===== src/rtl/pla_sweep_pkg.sv =====
// Shared types and constants for the PLA vector sweeper and its response checker.
package pla_sweep_pkg;
  typedef enum logic [1:0] {IDLE, SWEEP, DRAIN, DONE} state_t;

  localparam logic [31:0] SIG_INIT     = 32'hFFFF_FFFF;
  localparam logic [31:0] SIG_POLY_DEF = 32'h04C1_1DB7;

  // Word-index width; never below 1 so a single-word sweep still has a legal port.
  function automatic int idx_w(input int n_in, input int word_w);
    return (n_in - $clog2(word_w) < 1) ? 1 : n_in - $clog2(word_w);
  endfunction
endpackage


===== src/rtl/pla_vector_sweeper_if.sv =====
// Truth-table word stream: valid/ready handshake carrying one packed word and its index.
interface pla_vector_sweeper_if #(
  parameter int WORD_W = 32,
  parameter int IDX_W  = 5
);
  logic [WORD_W-1:0] word_data;
  logic [IDX_W-1:0]  word_index;
  logic              word_valid;
  logic              word_ready;

  modport master (output word_data, word_index, word_valid, input word_ready);
  modport slave  (input word_data, word_index, word_valid, output word_ready);
endinterface


===== src/rtl/sweep_misr.sv =====
// 32-bit serial-input MISR: one response bit folded in per enabled cycle.
module sweep_misr import pla_sweep_pkg::*; #(
  parameter logic [31:0] POLY = SIG_POLY_DEF
) (
  input  logic        clk,
  input  logic        rst,
  input  logic        clr,
  input  logic        en,
  input  logic        din,
  output logic [31:0] sig
);
  always_ff @(posedge clk or posedge rst) begin
    if (rst)      sig <= SIG_INIT;
    else if (clr) sig <= SIG_INIT;
    else if (en)  sig <= {sig[30:0], 1'b0} ^ ((sig[31] ^ din) ? POLY : 32'h0);
  end
endmodule


===== src/rtl/pla_vector_sweeper.sv =====
// Exhaustive sweeper for a combinational single-output function: drives x, packs y0 into
// truth-table words, and keeps an onset count and MISR signature.
module pla_vector_sweeper import pla_sweep_pkg::*; #(
  parameter int          N_IN     = 10,
  parameter int          WORD_W   = 32,
  parameter logic [31:0] SIG_POLY = SIG_POLY_DEF
) (
  input  logic                 clk,
  input  logic                 rst,
  input  logic                 start,
  output logic [N_IN-1:0]      x,
  input  logic                 y0,
  pla_vector_sweeper_if.master wif,
  output logic                 busy,
  output logic                 done,
  output logic [N_IN:0]        ones_count,
  output logic [31:0]          signature
);
  localparam int              LW      = $clog2(WORD_W);
  localparam int              IDX_W   = idx_w(N_IN, WORD_W);
  localparam logic [N_IN-1:0] LO_MASK = N_IN'(WORD_W - 1);
  localparam logic [N_IN-1:0] X_LAST  = '1;

  state_t            state, state_nx;
  logic [WORD_W-1:0] pack, pack_bit;
  logic              complete, stall, samp, xfer, last;

  assign xfer     = wif.word_valid & wif.word_ready;
  assign complete = (x & LO_MASK) == LO_MASK;
  // Only a word-completing sample must wait for the output register; others proceed.
  assign stall    = complete & wif.word_valid & ~wif.word_ready;
  assign samp     = (state == SWEEP) & ~stall;
  assign last     = (x == X_LAST);
  assign pack_bit = WORD_W'(y0) << (x & LO_MASK);
  assign busy     = (state == SWEEP) || (state == DRAIN);
  assign done     = (state == DONE);

  always_ff @(posedge clk or posedge rst) begin
    if (rst) state <= IDLE;
    else     state <= state_nx;
  end

  always_comb begin
    state_nx = state;
    case (state)
      IDLE:    if (start)       state_nx = SWEEP;
      SWEEP:   if (samp && last) state_nx = DRAIN;
      DRAIN:   if (xfer)        state_nx = DONE;
      DONE:                     state_nx = IDLE;
      default:                  state_nx = IDLE;
    endcase
  end

  always_ff @(posedge clk or posedge rst) begin
    if (rst) begin
      x              <= '0;
      pack           <= '0;
      ones_count     <= '0;
      wif.word_data  <= '0;
      wif.word_index <= '0;
      wif.word_valid <= 1'b0;
    end else begin
      // A reload below overrides this, so completion on a transfer cycle keeps valid high.
      if (xfer) wif.word_valid <= 1'b0;
      case (state)
        IDLE: if (start) begin
          x          <= '0;
          pack       <= '0;
          ones_count <= '0;
        end
        SWEEP: if (samp) begin
          ones_count <= ones_count + (N_IN+1)'(y0);
          if (!last) x <= x + 1'b1;
          if (complete) begin
            wif.word_data  <= pack | pack_bit;
            wif.word_index <= IDX_W'(x >> LW);
            wif.word_valid <= 1'b1;
            pack           <= '0;
          end else begin
            pack <= pack | pack_bit;
          end
        end
        DRAIN: if (xfer) x <= '0;
        default: ;
      endcase
    end
  end

  sweep_misr #(.POLY(SIG_POLY)) u_misr (
    .clk (clk),
    .rst (rst),
    .clr (state == IDLE && start),
    .en  (samp),
    .din (y0),
    .sig (signature)
  );
endmodule

===== src/flat_wrapper.sv =====
// flat-port wrapper written by rule: the top's interface ports become plain ports
module pla_vector_sweeper_flat import pla_sweep_pkg::*;
#(
  parameter int          N_IN     = 10,
  parameter int          WORD_W   = 32,
  parameter logic [31:0] SIG_POLY = SIG_POLY_DEF
)
  (clk, rst, start, x, y0, busy, done, ones_count, signature, wif_word_data, wif_word_index, wif_word_valid, wif_word_ready);
  pla_vector_sweeper_if #(.WORD_W(WORD_W)) wif_i ();
  input  logic clk;
  input  logic rst;
  input  logic start;
  output logic [N_IN-1:0] x;
  input  logic y0;
  output logic busy;
  output logic done;
  output logic [N_IN:0] ones_count;
  output logic [31:0] signature;
  output wire logic [$bits(wif_i.word_data)-1:0] wif_word_data;
  output wire logic [$bits(wif_i.word_index)-1:0] wif_word_index;
  output wire logic [$bits(wif_i.word_valid)-1:0] wif_word_valid;
  input wire logic [$bits(wif_i.word_ready)-1:0] wif_word_ready;
  assign wif_word_data = wif_i.word_data;
  assign wif_word_index = wif_i.word_index;
  assign wif_word_valid = wif_i.word_valid;
  assign wif_i.word_ready = wif_word_ready;
  pla_vector_sweeper #(.N_IN(N_IN), .WORD_W(WORD_W), .SIG_POLY(SIG_POLY)) u_core (.clk(clk), .rst(rst), .start(start), .x(x), .y0(y0), .wif(wif_i), .busy(busy), .done(done), .ones_count(ones_count), .signature(signature));
endmodule

===== config.mk =====
export PLATFORM = sky130hd
export DESIGN_NAME = pla_vector_sweeper_flat
export DESIGN_NICKNAME = d
export VERILOG_FILES = /design/src/rtl/pla_sweep_pkg.sv /design/src/rtl/pla_vector_sweeper_if.sv /design/src/rtl/sweep_misr.sv /design/src/rtl/pla_vector_sweeper.sv /design/src/flat_wrapper.sv
export SDC_FILE = /design/constraint.sdc
export NUM_CORES = 1
export LEC_CHECK = 0
export ABC_AREA = 1
export CORE_UTILIZATION = 25
export CTS_BUF_LIST = sky130_fd_sc_hd__clkbuf_8
export CTS_CLUSTER_DIAMETER = 40
export DETAILED_ROUTE_END_ITERATION = 7
export GPL_TIMING_DRIVEN = 0
export PLACE_DENSITY = 0.47
export SETUP_SLACK_MARGIN = 0.15
export SYNTH_ARGS = -nofsm -noshare
export SYNTH_HDL_FRONTEND = slang
export SYNTH_HIERARCHICAL = 1
export SYNTH_SLANG_ARGS = --single-unit

===== constraint.sdc =====
create_clock -name clk -period 3.02 [get_ports clk]
set_input_delay 0.453 -clock clk [delete_from_list [all_inputs] [get_ports clk]]
set_output_delay 0.453 -clock clk [all_outputs]
set_load 0.01 [all_outputs]

==> summary.md <==
| Metric | Value |
|---|---|
| Drt via density | 4.168 |
| Max IR drop VDD | 0.0003866 V |
| Port bufs | 97 |
| Part of the cycle the worst path needs | 0.8656 |
| Lkg Pwr | 0.003894 uW |
| Die area | 25210 sq um |
| Net count after synthesis | 782 |
| Tot GR Track Use | 0.1378 |
| R2r worst-path depth | 12 |
| Worst endpoint required time | 3390 ps |
| Clock sink total | 125 |
| Clock transition at the registers of the reported paths | 70 ps |
| Initial Util | 0.2542 |
| ANT nets after route | 0 |
| Hold Vio Cnt, Final | 0 |
| Layout cells sized above 1 | 0.1242 |
| Cell Rows | 57 |
| Max Cap Viol | 0 |
| Worst R2R Setup Slack | 410 ps |
| Final Worst Setup Slack | 406.0 ps |
| Setup Skew | 10.96 ps |
| R2r endpoint | u_core/u_misr/sig[2] |
| Filler cell count | 2554 |
| Top cells by area, synth | dfrtp_1 38%, dfstp_2 14%, nand2_1 13% |
| Worst-skew pair later-pin latency | 440 ps |
| Critical path type | reg2reg |
| Yosys top cell by area | dfrtp_1 |
| DRC | 0 |
| Share of Yosys cell area claimed by the top area cell type | 0.3787 |
| Post-route insts no fill | 1226 |
| Netlist cell types | 29 |
| First-pass GRT wire length | 27.33 mm |
| Reg2reg start | u_core/x[1] |
| PD cells | 745.2 nW/um^2 |
| Mean Syn Cell Area | 8.001 sq um |
| Height of the die | 158.8 microns |
| GR Overflow Total | 0 |
| Multi-input logic area | 2301 sq um |
| Final setup viols | 0 |
| Inst Count DP | 1192 |
| Diode count | 0 |
| Drt first pass iters | 6 |
| Core Region | 24180 sq um |
| Seq cells post-synth | 125 |
| Max frequency | 0.3826 GHz |
| Relative slew slack | 0.2915 |
| Wire length per cell | 13.59 microns |
| Worst slack, placed | 78.84 ps |
| Slew Viols, Final | 0 |
| Commonest non-fill, non-tap cells in the layout | 216 x nand2_1, 133 x inv_1, 97 x clkdlybuf4s50_1 |
| Root Driver | clkbuf_8 |
| CP Max Fanout | 10 |
| Cts repair resizes | 0 |
| Commonest non-fill, non-tap cell in the layout | nand2_1 |
| Overall die width | 158.8 microns |
| GPL Wtd Cong | 0.7802 |
| Shortest period the worst path allows | 2614 ps |
| Depth of the CTS H-tree | 4 |
| Status | completed |
| Tightest Pin Transition | 1052 ps |
| Drt first-iter violations | 308 |
| Area Growth Syn to Fin | 29.87% |
| Post-DP HPWL | 12.14 mm |
| Largest net degree at the start of global routing | 40 |
| Synth Instances | 768 |
| Antenna violations before repair | 1 |
| Synth Warn # | 6 |
| Setup TNS Final | 0 ps |
| Vias in the first global route | 5108 |
| Min-Delay Path Class | in2async |
| Critical Path Start Type | flip-flop |
| Number of buffers created by CTS | 17 |
| Register area share after synthesis | 0.5156 |
| CTS tree | built |
| Number of I/O pins | 98 |
| Final wirelength | 16.66 mm |
| Worst setup EP type | flip-flop |
| Via count | 5110 |
| FF/Latch Area | 3168 sq um |
| Max Root-Sink Buffers | 2 |
| Unrepaired setup endpoints after global routing | no |
| Final nets | 903 |
| Critical Path AT | 2980 ps |
| Synthesized area | 6145 sq um |
## where the power goes
part | switching (uW) | internal, uW
clock network | 714 | 588
registers | 183 | 2040
logic | 1450 | 969
total | 2350 | 3600
## metal layers
metal | track usage | up-vias | routed length, microns
met2 | 0.2211 | 103 | 7796
li1 | - | 2627 | -
met4 | 0.04545 | 0 | 244
met5 | 0 | - | 0
met1 | 0.1765 | 2365 | 7734
met3 | 0.04049 | 15 | 883
## layout make-up
class | count | area share
buffer | 25 | 0.01929
sequential | 125 | 0.3970
multi-input combinational | 479 | 0.2883
clock inverter | 14 | 0.01223
tap | 324 | 0.05080
clock buffer | 18 | 0.03104
inverter | 139 | 0.06585
timing repair buffer | 102 | 0.1355
## what timing repair did
item | CTS | global route
setup buffers | 0 | 1
hold buffers | 0 | 0
setup endpoints to repair | 0 | 4
## sequential cells by signal (all words and copies together) (netlist names)
register,cells
u_core/state,2
u_core/u_misr/sig,32
u_core/wif.word_data,32
u_core/x,10
u_core/wif.word_index,5
u_core/wif.word_valid,1
u_core/pack,32
u_core/ones_count,11
## worst max path at each step
| stage | start | to | slack, ps | cells past startpoint |
|---|---|---|---|---|
| floorplan | u_core/x[0] | u_core/u_misr/sig[2] | 830 | 12 |
| global placement | wif_word_ready | u_core/u_misr/sig[2] | 70 | 11 |
| detailed placement | wif_word_ready | u_core/u_misr/sig[2] | 80 | 11 |
| CTS | u_core/x[1] | u_core/u_misr/sig[4] | 330 | 11 |
| global route | u_core/state[1] | u_core/u_misr/sig[7] | 170 | 10 |
| finish | u_core/x[1] | u_core/u_misr/sig[2] | 410 | 12 |
## kinds of logic after synthesis
kind of cell / Yosys count / share of synthesized area
AO/OA/AOI/OAI: 107 / 0.1065
adder cells (fa/ha/maj): 9 / 0.01833
buffers and inverters: 164 / 0.1100
XOR/XNOR: 6 / 0.008552
flip-flops: 125 / 0.5156
AND/OR/NAND/NOR: 357 / 0.2411
## per-stage QoR
| stage | util | instance area [sq um] | hold WS, ps | power (uW) |
|---|---|---|---|---|
| 6_report | 0.3301 | 7980 | 450.9 | 5947 |
| 5_1_grt | 0.3301 | 7980 | 452.2 | 6388 |
| 4_1_cts | 0.3286 | 7945 | 437.1 | 6047 |
| 3_5_place_dp | 0.3143 | 7600 | 465.7 | 4688 |
| 3_3_place_gp | 0.3112 | 7525 | 463.0 | 4692 |
| 2_1_floorplan | - | 6148 | 491.6 | 3731 |
## cell usage after synthesis
cell type  number
o21ai_2         1
nand2_2         1
dfstp_2        32
o21ai_0        48
buf_4           3
buf_1           2
nand3_1        60
o21ai_1        36
a22oi_1         2
nor3_1          2
nor2_2          2
or2_2           2
clkbuf_1        6
inv_1         132
nand4_1        10
dfrtp_1        93
xnor2_1         1
a21oi_1         2
a22oi_2        14
or2_1           4
buf_6           5
nor2_8          1
nand2_1       216
nor2_1         59
buf_2           9
xor2_1          5
a31oi_1         4
inv_2           7
ha_1            9
## critical path, stage by stage, from the launching register on
cell	delay (ps)
dfrtp_1	490
ha_1	250
nand2_1	110
nor2_2	60
ha_1	200
or2_1	240
o21ai_0	400
inv_2	190
nor2_8	210
buf_6	190
nand3_1	100
nand2_1	70
inv_1	40
(Power assumes the default switching activity.)
